$ cat src/rtl/vga_pkg.sv
// Shared VGA timing constants (640x480@60 defaults) and the axis-length helper
// used by the raster timing generator and its per-axis counters.
package vga_pkg;

    localparam int H_ACTIVE_DEF = 640;
    localparam int H_FP_DEF     = 16;
    localparam int H_SYNC_DEF   = 96;
    localparam int H_BP_DEF     = 48;
    localparam int V_ACTIVE_DEF = 480;
    localparam int V_FP_DEF     = 10;
    localparam int V_SYNC_DEF   = 2;
    localparam int V_BP_DEF     = 33;
    localparam int CW_DEF       = 10;

    function automatic int axis_total(input int active, input int fp, input int sync, input int bp);
        return active + fp + sync + bp;
    endfunction

endpackage

$ cat src/rtl/vga_axis_counter.sv
// One raster axis: wrap counter with enable, same-edge wrap pulse, and registered
// sync / next-active decode so the sync output lines up with the counter value.
module vga_axis_counter
    import vga_pkg::*;
#(
    parameter int   ACTIVE = H_ACTIVE_DEF,
    parameter int   FP     = H_FP_DEF,
    parameter int   SYNC   = H_SYNC_DEF,
    parameter int   BP     = H_BP_DEF,
    parameter logic POL    = 1'b0,
    parameter int   CW     = CW_DEF
) (
    input  logic          clk,
    input  logic          reset,
    input  logic          en,
    output logic [CW-1:0] cnt,
    output logic          wrap,
    output logic          active_next,
    output logic          sync
);

    localparam int TOTAL = axis_total(ACTIVE, FP, SYNC, BP);

    generate
        if (FP == 0 || SYNC == 0 || BP == 0) begin : g_zero_param
            $error("vga_axis_counter: porch and sync widths must be non-zero");
        end
        if (longint'(TOTAL - 1) > ((longint'(1) << CW) - 1)) begin : g_cw_too_small
            $error("vga_axis_counter: TOTAL-1 does not fit in CW bits");
        end
    endgenerate

    localparam logic [CW-1:0] LAST       = CW'(TOTAL - 1);
    localparam logic [CW-1:0] ACT_END    = CW'(ACTIVE);
    localparam logic [CW-1:0] SYNC_START = CW'(ACTIVE + FP);
    localparam logic [CW-1:0] SYNC_END   = CW'(ACTIVE + FP + SYNC);

    logic [CW-1:0] cnt_reg;
    logic [CW-1:0] cnt_next;
    logic          sync_reg;
    logic          sync_hit;

    // Decode the value the counter is about to hold, so the registered flags
    // describe the same position as cnt_reg in every cycle.
    always_comb begin
        wrap     = en && (cnt_reg == LAST);
        cnt_next = cnt_reg;
        if (en) begin
            cnt_next = wrap ? '0 : cnt_reg + CW'(1);
        end
        active_next = (cnt_next < ACT_END);
        sync_hit    = (cnt_next >= SYNC_START) && (cnt_next < SYNC_END);
    end

    always_ff @(posedge clk) begin
        if (reset) begin
            cnt_reg  <= LAST;
            sync_reg <= ~POL;
        end else begin
            cnt_reg  <= cnt_next;
            sync_reg <= sync_hit ? POL : ~POL;
        end
    end

    assign cnt  = cnt_reg;
    assign sync = sync_reg;

endmodule

$ cat src/rtl/vga_timing_gen.sv
// VGA raster timing generator: internal x/y counters with registered, aligned
// sync, blanking and start pulses. Optional frame counter under VGA_FRAME_CNT_EN.
module vga_timing_gen
    import vga_pkg::*;
#(
    parameter int   H_ACTIVE  = H_ACTIVE_DEF,
    parameter int   H_FP      = H_FP_DEF,
    parameter int   H_SYNC    = H_SYNC_DEF,
    parameter int   H_BP      = H_BP_DEF,
    parameter int   V_ACTIVE  = V_ACTIVE_DEF,
    parameter int   V_FP      = V_FP_DEF,
    parameter int   V_SYNC    = V_SYNC_DEF,
    parameter int   V_BP      = V_BP_DEF,
    parameter logic HSYNC_POL = 1'b0,
    parameter logic VSYNC_POL = 1'b0,
    parameter int   CW        = CW_DEF
) (
    input  logic          clk,
    input  logic          reset,
    input  logic          pix_en,
    output logic [CW-1:0] x,
    output logic [CW-1:0] y,
    output logic          hsync,
    output logic          vsync,
    output logic          output_en,
    output logic          line_start,
    output logic          frame_start
`ifdef VGA_FRAME_CNT_EN
    ,
    output logic [7:0]    frame_cnt
`endif
);

    logic h_wrap;
    logic v_wrap;
    logic h_active_next;
    logic v_active_next;
    logic output_en_reg;
    logic line_start_reg;
    logic frame_start_reg;

    vga_axis_counter #(
        .ACTIVE(H_ACTIVE), .FP(H_FP), .SYNC(H_SYNC), .BP(H_BP),
        .POL(HSYNC_POL), .CW(CW)
    ) u_h (
        .clk(clk), .reset(reset), .en(pix_en),
        .cnt(x), .wrap(h_wrap), .active_next(h_active_next), .sync(hsync)
    );

    // Vertical axis steps on the same edge the horizontal axis wraps.
    vga_axis_counter #(
        .ACTIVE(V_ACTIVE), .FP(V_FP), .SYNC(V_SYNC), .BP(V_BP),
        .POL(VSYNC_POL), .CW(CW)
    ) u_v (
        .clk(clk), .reset(reset), .en(h_wrap),
        .cnt(y), .wrap(v_wrap), .active_next(v_active_next), .sync(vsync)
    );

    always_ff @(posedge clk) begin
        if (reset) begin
            output_en_reg   <= 1'b0;
            line_start_reg  <= 1'b0;
            frame_start_reg <= 1'b0;
        end else begin
            output_en_reg   <= h_active_next & v_active_next;
            line_start_reg  <= h_wrap;
            frame_start_reg <= v_wrap;
        end
    end

    assign output_en   = output_en_reg;
    assign line_start  = line_start_reg;
    assign frame_start = frame_start_reg;

`ifdef VGA_FRAME_CNT_EN
    logic [7:0] frame_cnt_reg;

    always_ff @(posedge clk) begin
        if (reset) begin
            frame_cnt_reg <= 8'd0;
        end else if (v_wrap) begin
            frame_cnt_reg <= frame_cnt_reg + 8'd1;
        end
    end

    assign frame_cnt = frame_cnt_reg;
`endif

endmodule

$ cat config.mk
export PLATFORM = sky130hd
export DESIGN_NAME = vga_timing_gen
export DESIGN_NICKNAME = d
export VERILOG_FILES = /design/src/rtl/vga_pkg.sv /design/src/rtl/vga_axis_counter.sv /design/src/rtl/vga_timing_gen.sv
export SDC_FILE = /design/constraint.sdc
export NUM_CORES = 1
export LEC_CHECK = 0
export CORE_MARGIN = 8
export CORE_UTILIZATION = 44
export CTS_CLUSTER_DIAMETER = 100
export DETAILED_ROUTE_END_ITERATION = 8
export PLACE_DENSITY = 0.84
export SLEW_MARGIN = 20
export SYNTH_ARGS = -nofsm -noshare
export SYNTH_HDL_FRONTEND = slang
export SYNTH_SLANG_ARGS = --single-unit
export TNS_END_PERCENT = 100
$ cat constraint.sdc
create_clock -name clk -period 2 [get_ports clk]
set_input_delay 0.2 -clock clk [delete_from_list [all_inputs] [get_ports clk]]
set_output_delay 0.2 -clock clk [all_outputs]
set_load 0.005 [all_outputs]
### After elaboration in Yosys (flattened, before gate mapping)

Cells that the tools add are included.

* flip-flop bits (word level): 25
* input bits: 3
* output and inout port bits: 25
* logic and storage cells: 28

* $add $sub $neg: 2
* order comparisons: 6
* equal/unequal tests: 2
* mux-type cells: 6
* bitwise operators: 1
* reductions and logical operators: 4

Operator list (count)
* two-way mux 10 bit: 4
* adder 10 x 1 -> 10 bit, second input constant: 2
* == test 10 bit, second input constant: 2
* < comparator 10 bit, second input constant: 2
* < comparator 10 x 9 -> 1 bit, second input constant: 2
* greater-or-equal comparator 10 bit, second input constant: 1
* greater-or-equal comparator 10 x 9 -> 1 bit, second input constant: 1
* logical AND 1 bit: 4
* two-way mux 1 bit: 2
* AND 1 bit: 1

### Longest topological paths before layout

Gate-level depths: netlist of run 1.

* depth in word-level cells: 8
* mapped depth: 9
* gate-level depth less buffers: 8

### By module

A second synthesis of run 1 with hierarchy kept.

* cell total of the unflattened synthesis: 155
* area, all modules: 1363.8 µm²

Modules (own cells, without submodules)
* vga_axis_counter at u_v: times used 1, cells an instance 79, area an instance 680.7 µm², seq. area each 220.2 µm²
* vga_axis_counter at u_h: times used 1, cells an instance 70, area an instance 601.8 µm², seq. area each 220.2 µm²
* vga_timing_gen: times used 1, cells an instance 6, area an instance 81.3 µm², seq. area each 60.1 µm²

### Worst setup path before layout of run 1

No wires, ideal clock.

* path type: reg-to-reg
* start: register u_h.cnt_reg[0], in the netlist u_h.cnt[0]
* end: register output_en_reg, in the netlist output_en
* setup time: 0.079 ns
* arrival: 1.885 ns
* required time: 1.921 ns
* setup slack: 0.035 ns
* stages on the path, launching flop included: 9
* buffers on the path: 1
* period minus slack after synthesis: 1.965 ns
* cells stage by stage: dfxtp_1 -> ha_1 -> and4b_1 -> and3_1 -> buf_4 -> and3b_1 -> a2111oi_4 -> nand2_2 -> a211oi_2

* word-level cells in the longest chain between the ends: 7
* elaborated cells between the ends (all ways): 11
* classes of those cells: 1 x add/sub; 2 x order compare; 1 x eq/ne; 4 x mux; 1 x bitwise; 2 x reduce/logical

RTL lines
* from (decl): RTL line vga_axis_counter.sv:38 `logic [CW-1:0] cnt_reg;`
* from (signal assigned): RTL line vga_axis_counter.sv:60 `cnt_reg <= cnt_next;`
* branches (longest 6 deep; another with adder 10 x 1 -> 10 bit)
* AND 1 bit (*): RTL line vga_timing_gen.sv:65 `output_en_reg <= h_active_next & v_active_next;`
* to (signal assigned): RTL line vga_timing_gen.sv:65
* to (decl): RTL line vga_timing_gen.sv:38 `logic output_en_reg;`

Mark *: on every way between the ends.
A chain may end at the register's enable or synchronous reset.

### Final worst setup path of run 1

Ends and elaborated chain as after synthesis.

==> results.toml, run 1 <==
[setup_path]
cp_num_cells = 8
critPathKind = "flop to flop"
crit_chain = "ha_4, and4b_1, and3_4, nand4_1, xor2_1, nor4_2, buf_4, a211oi_2"
worst-path-max-fanout = 8
worst_r2r_startpoint = "u_h.cnt[0]"
crit_buf_inv = 1
critPathCaptureType = "flop"
crit_path_max_incr_delay_ps = 400
crit_start = "u_h.cnt[0]"
r2r_cells = 8
path_delay_family = "simple AND/OR/NAND/NOR gates"
cp-start-kind = "flop"
critPathSlowestCell = "dfxtp_2"
cp.arrival_ps = 2230
required_ps = 2230

[min_path]
hp-class = "input port to flop"
hold_depth = 2
min-delay-start = "reset"

[global_routing]
grt_pass1_wl_um = 5580
grt_start_max_net_pins = 16
grt_antenna_before_repair = 0
grt_pass1_vias = 1201
grt.overflow.total = 0
grt_usage_pct = 15.1

[place]
finalWeightedCongestion = 0.907
dp_hpwl_um = 2610
place_inst = 217
numPortBuffers = 27

[timing]
maxSlewViolCount = 0
worst_slack_ps = -3.43
finClkSkew_ps = 5.59
fin_crit_ps = 2000
rsz0062_at_grt = "true"
slew_headroom_pct = 76.4
finalSetupViolCount = 1
finalHoldViolCount = 0
max_freq_ghz = 0.499
worst_slew_pin_slew_ps = 350
fin_crit_sh_pct = 100

[clock_network]
cts_buffers = 3
path_clk_slew_ps = 150
insertion_delay_ps = 320
cts_buffer_depth = 2
cts_sinks = 25
root_buffer = "clkbuf_4"
tritoncts = "done"
cts.htree.levels = 1

[detailed_routing]
num_vias = 1259
drtIter0Drc = 71
viasPerCell = 5.62
first_pass_iters = 4
detail-route-antenna-nets = 0
wl_per_cell_um = 15.5
finalWirelength_um = 3470
drc = 0

[yosys]
syn_inst = 139
netlist-cell-type-count = 36
synth_top_area_cell = "dfxtp_1"
synth.avg_cell_area_um2 = 8.81
yosysWarnings = 0
netlist_area_mm2 = 0.00122
synth_nets = 145
synth.area.top_cells = "dfxtp_1, xor2_1, nand4_1, and3_1, nor2_1"
ys_ff_latch = 25
synth_top_area_share_pct = 40.9
ys_seq_area_share_pct = 40.9

[run_status]
violations = "setup timing"
status = "complete, but fails checks"

[cells_and_area]
syn2layout_area_growth_pct = 44.9
num-nets-final = 200
fin_util_pct = 65.5
fillers = 235
multi_input_area_um2 = 701
fin_cells = 224
final_common_cell = "buf_4"
drive_gt1_share_pct = 22.8
mostFrequentLayoutCells = "buf_4, clkdlybuf4s50_1, dfxtp_1"
seq_area_um2 = 503
antenna-diode-count = 0

[floorplan]
die-area_mm2 = 0.00473
io-pin-count = 28
initial_utilization_pct = 45.2
die_h_um = 68.8
row_count = 19
die_w_um = 68.8
core_mm2 = 0.00271

[flow_run]
drv_cap = 0

[power]
p_leak_uw = 0.000715
power_density_mw_per_mm2 = 693
irDropWorstVdd_mv = 0.411
==> worst register-to-register path, cell delays in order, from the launching register on <==
cell      delay [ps]
dfxtp_2          400
ha_4             140
and4b_1          220
and3_4           240
nand4_1          120
xor2_1           190
nor4_2           400
buf_4            180
a211oi_2          30
==> cell type report <==
cell class	count	area share [%]
Timing Repair Buffer	56	27.5
Tap cell	31	2.18
Multi-Input combinational cell	104	39.5
Clock buffer	3	1.27
Inverter	4	0.846
Clock inverter	1	0.423
Sequential cell	25	28.3
==> through the flow <==
stage / setup WS, ps / hold WS, ps / setup TNS (ps) / cell area [um^2] / total power, uW
after detailed placement: -123 / 581 / -210 / 1700 / 975
after floorplan: 35.3 / 280 / 0 / 1220 / 778
after global routing: -80.4 / 639 / -136 / 1780 / 1310
after CTS: 13.2 / 593 / 0 / 1750 / 1220
final: -3.43 / 604 / -3.43 / 1780 / 1230
after global placement: -76.0 / 546 / -76.0 / 1700 / 964
==> per-layer routing <==
layer,track usage [%],part of all wire [%]
met1,18.4,41
met2,26.4,52
met5,0,0
met4,5.26,0.92
met3,2.10,6.2
==> timing repair <==
item                                    4_1_cts  5_1_grt
endpoints found under the setup margin        2        2
pin swaps                                     2        5
gates resized for setup                       4        4
hold buffers                                  0        0
setup buffers                                 1        2
==> cells by family (layout without fill, tap and decap cells) <==
logic type / Yosys count / after routing / share of synthesized area [%]
and+or+nand+nor: 67 / 67 / 29.7
DFF: 25 / 25 / 40.9
AOI/OAI and AO/OA: 20 / 20 / 12.7
xor gates and xnor gates: 13 / 13 / 9.30
buffers and inverters: 10 / 64 / 3.57
adders and majority gates: 3 / 3 / 3.06
muxes: 1 / 1 / 0.817
==> final timing paths <==
kind | end | slack, ps
max | output_en | -3
min | u_h.cnt[7] | 600
max reg2reg | output_en | -3
min reg2reg | u_h.cnt[3] | 610
==> cells in the mapped netlist <==
| master | n |
|---|---|
| nand3_1 | 5 |
| nand4b_1 | 1 |
| or3_1 | 1 |
| nor4_2 | 1 |
| or2_2 | 2 |
| clkbuf_1 | 3 |
| and4b_1 | 1 |
| a2111oi_4 | 1 |
| and3b_1 | 1 |
| xnor2_1 | 4 |
| a211o_1 | 1 |
| nand4_1 | 10 |
| and4_1 | 2 |
| xor2_1 | 9 |
| a211oi_2 | 1 |
| dfxtp_1 | 25 |
| a311oi_1 | 1 |
| o21bai_1 | 3 |
| nor2b_1 | 1 |
| and2_1 | 1 |
| nor2_1 | 14 |
| o21ai_0 | 3 |
| and3_1 | 9 |
| inv_1 | 4 |
| nand2_2 | 1 |
| buf_4 | 1 |
| nor3_1 | 5 |
| a21oi_1 | 6 |
| a21o_1 | 1 |
| o31ai_1 | 1 |
| or2_1 | 1 |
| ha_1 | 3 |
| nand2_1 | 11 |
| buf_2 | 2 |
| mux2i_1 | 1 |
| o211ai_1 | 2 |
==> where the power goes <==
part	switching, uW	total [uW]	leakage, uW	internal, uW
logic	194	421	0.000498	228
clock network	158	235	0.0000139	76.3
registers	37.7	574	0.000203	537
(Power assumes the default switching activity.)
==> run 2, diff against run 1 <==
--- a/config.mk
+++ b/config.mk
@@ -10,7 +10,6 @@
 export CTS_CLUSTER_DIAMETER = 100
 export DETAILED_ROUTE_END_ITERATION = 8
 export PLACE_DENSITY = 0.84
-export SLEW_MARGIN = 20
 export SYNTH_ARGS = -nofsm -noshare
 export SYNTH_HDL_FRONTEND = slang
 export SYNTH_SLANG_ARGS = --single-unit
==> results of run 2 <==
Same layout as run 1: the final DEF is identical, and so are final timing and power.
